### config.mk
export PLATFORM = sky130hd
export DESIGN_NAME = pipeline_hazard_controller
export DESIGN_NICKNAME = d
export VERILOG_FILES = /design/src/rtl/pipeline_hazard_controller.sv
export SDC_FILE = /design/constraint.sdc
export NUM_CORES = 1
export LEC_CHECK = 0
export CORE_ASPECT_RATIO = 0.5
export CORE_MARGIN = 2
export CORE_UTILIZATION = 45
export DETAILED_ROUTE_END_ITERATION = 7
export GPL_ROUTABILITY_DRIVEN = 0
export PLACE_DENSITY = 0.77
export SETUP_SLACK_MARGIN = 0.3
export SLEW_MARGIN = 20
export SYNTH_ARGS = -nofsm -noshare
export SYNTH_HDL_FRONTEND = slang
export SYNTH_SLANG_ARGS = --single-unit
### constraint.sdc
create_clock -name clk -period 2.52 [get_ports clk]
set_input_delay 0.252 -clock clk [delete_from_list [all_inputs] [get_ports clk]]
set_output_delay 0.252 -clock clk [all_outputs]
set_load 0.1 [all_outputs]
### src/rtl/pipeline_hazard_controller.sv
// Hazard sequencer for the 5-stage pipeline: generates register enables, flushes and
// bubbles for load-use stalls, branch squash, data-memory wait freeze and halt drain.
module pipeline_hazard_controller #(
  parameter int CNT_W        = 32,
  parameter int MEM_TIMEOUT  = 16,
  parameter int DRAIN_CYCLES = 3
) (
  input  logic             clk,
  input  logic             reset,
  input  logic [4:0]       ID_Rs,
  input  logic [4:0]       ID_Rt,
  input  logic             ID_UsesRt,
  input  logic             ID_Halt,
  input  logic             EX_MemRead,
  input  logic [4:0]       EX_WriteRegister,
  input  logic             EX_BranchTaken,
  input  logic             MEM_Access,
  input  logic             MEM_Ready,
  input  logic             Resume,
  output logic             PCWrite,
  output logic             IF_ID_Write,
  output logic             ID_EX_Write,
  output logic             EX_MEM_Write,
  output logic             MEM_WB_Write,
  output logic             IF_ID_Flush,
  output logic             ID_EX_Flush,
  output logic             MEM_WB_Bubble,
  output logic             Halted,
  output logic             MemTimeout,
  output logic [2:0]       State,
  output logic [CNT_W-1:0] StallCount,
  output logic [CNT_W-1:0] FlushCount
);

  localparam int WAIT_W  = $clog2(MEM_TIMEOUT + 1);
  localparam int DRAIN_W = $clog2(DRAIN_CYCLES + 1);

  typedef enum logic [2:0] {
    RUN        = 3'd0,
    LOAD_STALL = 3'd1,
    MEM_WAIT   = 3'd2,
    DRAIN      = 3'd3,
    HALTED     = 3'd4
  } state_t;

  state_t state, stateNext;
  logic [WAIT_W-1:0]  waitCnt, waitNext, waitInc;
  logic [DRAIN_W-1:0] drainCnt, drainNext;
  logic memStall, loadUse;
  logic pcWr, ifIdWr, idExWr, exMemWr, memWbWr, ifIdFl, idExFl, bubble;
  logic flushInc, timeoutSet, timeoutClr;

  assign memStall = MEM_Access & ~MEM_Ready;
  assign loadUse  = EX_MemRead && (EX_WriteRegister != 5'd0) &&
                    ((EX_WriteRegister == ID_Rs) || (ID_UsesRt && (EX_WriteRegister == ID_Rt)));
  assign waitInc  = waitCnt + WAIT_W'(1);

  always_comb begin
    pcWr       = 1'b1;
    ifIdWr     = 1'b1;
    idExWr     = 1'b1;
    exMemWr    = 1'b1;
    memWbWr    = 1'b1;
    ifIdFl     = 1'b0;
    idExFl     = 1'b0;
    bubble     = 1'b0;
    Halted     = 1'b0;
    stateNext  = state;
    waitNext   = waitCnt;
    drainNext  = drainCnt;
    flushInc   = 1'b0;
    timeoutSet = 1'b0;
    timeoutClr = 1'b0;

    case (state)
      // MEM_WAIT without a pending miss behaves exactly like RUN
      RUN, MEM_WAIT: begin
        if (memStall) begin
          {pcWr, ifIdWr, idExWr, exMemWr} = 4'b0000;
          bubble = 1'b1;
          if (state == RUN) begin
            waitNext  = WAIT_W'(1);
            stateNext = MEM_WAIT;
          end else begin
            waitNext = waitInc;
            if (waitInc == WAIT_W'(MEM_TIMEOUT)) begin
              timeoutSet = 1'b1;
              stateNext  = HALTED;
            end
          end
        end else begin
          waitNext  = '0;
          stateNext = RUN;
          if (EX_BranchTaken) begin
            ifIdFl   = 1'b1;
            idExFl   = 1'b1;
            flushInc = 1'b1;
          end else if (loadUse) begin
            pcWr      = 1'b0;
            ifIdWr    = 1'b0;
            idExFl    = 1'b1;
            stateNext = LOAD_STALL;
          end else if (ID_Halt) begin
            pcWr      = 1'b0;
            ifIdFl    = 1'b1;
            drainNext = '0;
            stateNext = DRAIN;
          end
        end
      end
      LOAD_STALL: begin
        if (memStall) begin
          {pcWr, ifIdWr, idExWr, exMemWr} = 4'b0000;
          bubble    = 1'b1;
          waitNext  = WAIT_W'(1);
          stateNext = MEM_WAIT;
        end else begin
          stateNext = RUN;
        end
      end
      // Nothing younger than the halt is valid, so branches are ignored here
      DRAIN: begin
        pcWr   = 1'b0;
        ifIdFl = 1'b1;
        if (memStall) begin
          {ifIdWr, idExWr, exMemWr} = 3'b000;
          bubble = 1'b1;
        end else begin
          drainNext = drainCnt + DRAIN_W'(1);
          if (drainCnt == DRAIN_W'(DRAIN_CYCLES - 1)) stateNext = HALTED;
        end
      end
      HALTED: begin
        {pcWr, ifIdWr, idExWr, exMemWr, memWbWr} = 5'b00000;
        Halted = 1'b1;
        if (Resume) begin
          timeoutClr = 1'b1;
          waitNext   = '0;
          drainNext  = '0;
          stateNext  = RUN;
        end
      end
      default: stateNext = RUN;
    endcase

    PCWrite       = pcWr;
    IF_ID_Write   = ifIdWr;
    ID_EX_Write   = idExWr;
    EX_MEM_Write  = exMemWr;
    MEM_WB_Write  = memWbWr;
    IF_ID_Flush   = ifIdFl;
    ID_EX_Flush   = idExFl;
    MEM_WB_Bubble = bubble;
    // Held reset parks every register on a NOP regardless of the decoded state
    if (reset) begin
      {PCWrite, IF_ID_Write, ID_EX_Write, EX_MEM_Write, MEM_WB_Write} = 5'b00000;
      {IF_ID_Flush, ID_EX_Flush, MEM_WB_Bubble} = 3'b111;
      Halted = 1'b0;
    end
  end

  always_ff @(posedge clk or posedge reset) begin
    if (reset) begin
      state      <= RUN;
      waitCnt    <= '0;
      drainCnt   <= '0;
      MemTimeout <= 1'b0;
      StallCount <= '0;
      FlushCount <= '0;
    end else begin
      state    <= stateNext;
      waitCnt  <= waitNext;
      drainCnt <= drainNext;
      if (timeoutSet) MemTimeout <= 1'b1;
      else if (timeoutClr) MemTimeout <= 1'b0;
      if (!pcWr && state != HALTED && StallCount != '1) StallCount <= StallCount + CNT_W'(1);
      if (flushInc && FlushCount != '1) FlushCount <= FlushCount + CNT_W'(1);
    end
  end

  assign State = state;

endmodule
## Word-level counts from Yosys, hierarchy flattened

Index checks and enable logic that the tools add are counted.

- Bits in registers: 75
- Input bits: 24
- Output and inout bits: 77
- Logic and storage cells: 118

- Add/sub/neg operators: 4
- Equal/unequal tests: 20
- Multiplexer cells: 66
- Bitwise logic cells: 2
- Reduce and logical (&&, ||, !) cells: 20

Operators with widths:

| kind | number |
|---|---|
| adder 32 x 1 -> 32 bit (second input constant) | 2 |
| != test 32 bit (second input constant) | 2 |
| 2-to-1 mux 1 bit | 39 |
| 2-to-1 mux 2 bit | 10 |
| 2-to-1 mux 5 bit | 4 |
| 2-to-1 mux 3 bit | 6 |
| != test 2 bit (second input constant) | 8 |
| case mux 5 bit (3 select lines) | 1 |
| case mux 3 bit (4 select lines) | 1 |
| == test 5 bit | 2 |
| AND reduction 7 bit | 1 |
| == test 3 x 2 -> 1 bit (second input constant) | 2 |
| logical AND 1 bit | 6 |
| case mux 1 bit (3 select lines) | 2 |
| case mux 2 bit (3 select lines) | 1 |
| nonzero test 3 bit | 2 |
| OR reduction 2 bit | 3 |
| adder 5 x 1 -> 5 bit (second input constant) | 1 |
| == test 5 bit (second input constant) | 1 |
| nonzero test 5 bit | 1 |
| != test 4 bit (second input constant) | 1 |
| case mux 1 bit (2 select lines) | 2 |
| AND reduction 4 bit | 1 |
| OR reduction 4 bit | 1 |
| other kinds (12) | 12 |

## Depth between registers and ports, before layout

- Depth after elaboration: 11
- Depth in mapped cells: 9
- Gate-level depth less buffers: 7

## Worst setup path after synthesis

Ideal clock, no wire load.

- Kind: input to output
- Start: input reset
- End: output ID_EX_Write
- Arrival time: 6.503 ns
- Required time: 2.268 ns
- Slack: -4.235 ns
- Stages: 4
- Path buffers: 1
- Cell sequence: inv_1 -> o21ai_0 -> a21oi_1 -> buf_4

- Cells in the longest elaborated chain, start to end: 1

RTL lines:

| what | RTL line | RTL |
|---|---|---|
| start, declared | 9 | `input logic reset,` |
| 2-to-1 mux 1 bit | n/a |  |
| end, declared | 22 | `output logic ID_EX_Write,` |

No other way between the ends.

## Worst setup path in the final report

- Start: input MEM_Access
- End: register FlushCount[5]

- Cells in the longest elaborated chain, start to end: 4

RTL lines:

| what | RTL line | RTL |
|---|---|---|
| start, declared | 17 | `input logic MEM_Access,` |
| bitwise AND 1 bit | 53 | `assign memStall = MEM_Access & ~MEM_Ready;` |
| 2-to-1 mux 1 bit | 78 | `if (memStall) begin` |
| 2-to-1 mux 1 bit | 75 | `case (state)` |
| logical AND 1 bit | 177 | `if (flushInc && FlushCount != '1) FlushCount <= FlushCount + CNT_W'(1);` |
| end signal, assigned | 177 |  |
| end, declared | 32 | `output logic [CNT_W-1:0] FlushCount` |

No other way between the ends.
A chain may end at the register's enable or synchronous reset.

==> run metrics <==
Tcrit/Tclk final=85.7%; CTS root buffer=clkbuf_16; DR vias=3,516; Final Non-Filler Cells=660; setup_tns=0 ps; Synth cell types=52; DRC=0; total power=around 5.6 mW; EDFF count, synth=0; initial drt markers=168; count leader, synth=dfrtp_1; Post-Syn Area=approximately 4000 µm²; first-pass GRT wire length=16.7 mm; row cnt=24; post-synthesis instance total=410; syn nets=439; Primary FF master, synth=dfrtp_1; DP Worst Slack=-37.4 ps; startpoint types=input pin; fin util=67.3%; die height=71.1 µm; CORE AREA=between 8000 and 9000 µm²; Clock Skew=7.28 ps; footprint of the multi-input gates=2220 µm²; die area=just under 10,000 µm²; number of port buffers=100; Clock Latency Late Sink=330 ps; Seq/Total Area, Yosys=46.4%; RSZ-0062 raised after global routing=yes; post-route ant nets=0; CP cell instances=clkdlybuf4s50_1 > and2b_2 > buf_4 > nor3_1 > nand2_1 > o21ba_2 > buf_4 > nand4_1 > xnor2_1; final setup vio count=0; Yosys Warn Count=0; synth cell count leaders=75 x dfrtp_1, 45 x nand2_1, 41 x xnor2_1; Setup CP Type=input pin to register; nets@finish=567; total track usage=20.9%; IO Count=around 100; H-tree levels=3; synth top area cells=dfrtp_1 46%, xnor2_1 8.9%, xor2_1 6.7%; most used cell, CP=buf_4; slew of the pin with the lowest slew margin=~520 ps; area leader, netlist=dfrtp_1; CP required=2720 ps; critical path fanouts, max=7; CTS hold repair buffers=0; HP Class=register to register; P_leak=2.37 nW; placed cell areas=5400 µm²; Rel. slew slack=65.5%; Hold Slack=between 400 and 500 ps; top cell type's share of synthesized area=roughly 46%; DP HPWL=7.10 mm; design area=around 5900 µm²; TritonRoute pass-1 iters=4; initial antenna violation count=0; Critical-path top delay cell=clkdlybuf4s50_1; final worst setup slack=360 ps; crit path capture type=register; Fillers=701; Reg area=1960 µm²; biggest cell delay along the critical path=420 ps; total gr overflow=0; outcome=complete, no violations; Post-Place Cells=about 640; CTS tree=built; number of diodes=0; fin crit period=about 2200 ps; DR WL/cell=14.9 µm; Die X=about 140 µm; CTS Buf Count=9; via/cell ratio=about 5.3; Worst-path clk slew=~50 ps; Fmax=463 MHz; Slew Limit Fails=0; largest net degree at the start of global routing=42; DRT Wirelength=9.86 mm; fraction of layout cells with a size suffix above 1=between 30% and 40%; arrival time at the worst endpoint=2360 ps; Max clock buf depth=2; PwrDens=957 nW/µm²; Area Growth Syn to Fin=44.9%; # clock sinks=75; max-cap viol count=0; hold violation count in the final report=0; Starting Density=between 40% and 50%; Mean Syn Cell Area=a little under 10 µm²; vias in the first global route=3,408; async set-reset flop share out of synthesis=100%; VDD IR max=1.24 mV; #FFs+latches synth=75
## final timing paths
path	from	end	slack, ps	cells past startpoint
worst min-delay path	MemTimeout	MemTimeout	470	2
worst max-delay path	MEM_Access	FlushCount[5]	360	9
max in group asynchronous	reset	FlushCount[23]	1470	4
min in group asynchronous	reset	State[2]	620	4
worst min register to register	MemTimeout	MemTimeout	470	2
worst max register to register	State[2]	FlushCount[5]	380	6
## critical path: cells and delay by family
family | cells | cell delay (ps)
buffers and inverters | 3 | 730
xor gates and xnor gates | 1 | 150
and+or+nand+nor | 4 | 810
AOI/OAI and AO/OA | 1 | 420
## kinds of logic (layout without fill, tap and decap cells)
logic type / count (synthesis) / count (layout) / share of synthesized area [%]
XOR/XNOR: 72 / 72 / 15.6
AO/OA/AOI/OAI: 47 / 47 / 7.39
flip-flops: 75 / 75 / 46.4
adder cells (fa/ha/maj): 5 / 5 / 1.55
multiplexers: 2 / 2 / 0.557
buffers and inverters: 30 / 163 / 3.52
AND/OR/NAND/NOR: 179 / 179 / 25.0
## power by group
| part | total, mW | internal [mW] | switching, mW | leakage (nW) |
|---|---|---|---|---|
| clock | 1.29 | 0.819 | 0.474 | 0.153 |
| sequential | 1.71 | 1.42 | 0.290 | 0.855 |
| combinational | 2.61 | 0.647 | 1.96 | 1.37 |
| total | 5.61 | 2.89 | 2.72 | 2.37 |
## registers in the layout, summed over array words and instances (netlist names)
| name | cells |
|---|---|
| waitCnt | 5 |
| State | 3 |
| FlushCount | 32 |
| MemTimeout | 1 |
| StallCount | 32 |
| drainCnt | 2 |
## cell type report
cell class,count,share of cell area (%)
Timing Repair Buffer,134,20.2
Clock buffer,12,4.37
Tap cell,117,2.50
Multi-Input combinational cell,305,37.8
Inverter,13,0.939
Clock inverter,4,0.832
Sequential cell,75,33.4
## routing by layer
layer	share of wire [%]	track usage [%]
met5	0	0
met4	1.2	6.58
met3	5.0	5.48
met2	48	33.7
met1	46	28.0
## placed cells by master (no fill, tap or decap), types with 11 or more instances in the layout
master and instances:
xnor2_1 41, dfrtp_2 16, nand3_1 28, dfrtp_4 16
clkdlybuf4s50_1 17, nor2_1 16, nand4_1 25, xor2_1 31
inv_1 11, dfrtp_1 43, buf_4 100, nor3_1 12
nand2_1 44
## timing repair
action / 4_1_cts / 5_1_grt
resized for setup: 16 / 24
setup buffers: 6 / 1
pin swaps: 3 / 7
setup endpoints to repair: 3 / 24
Note: power is estimated with default switching activity, not from simulation.
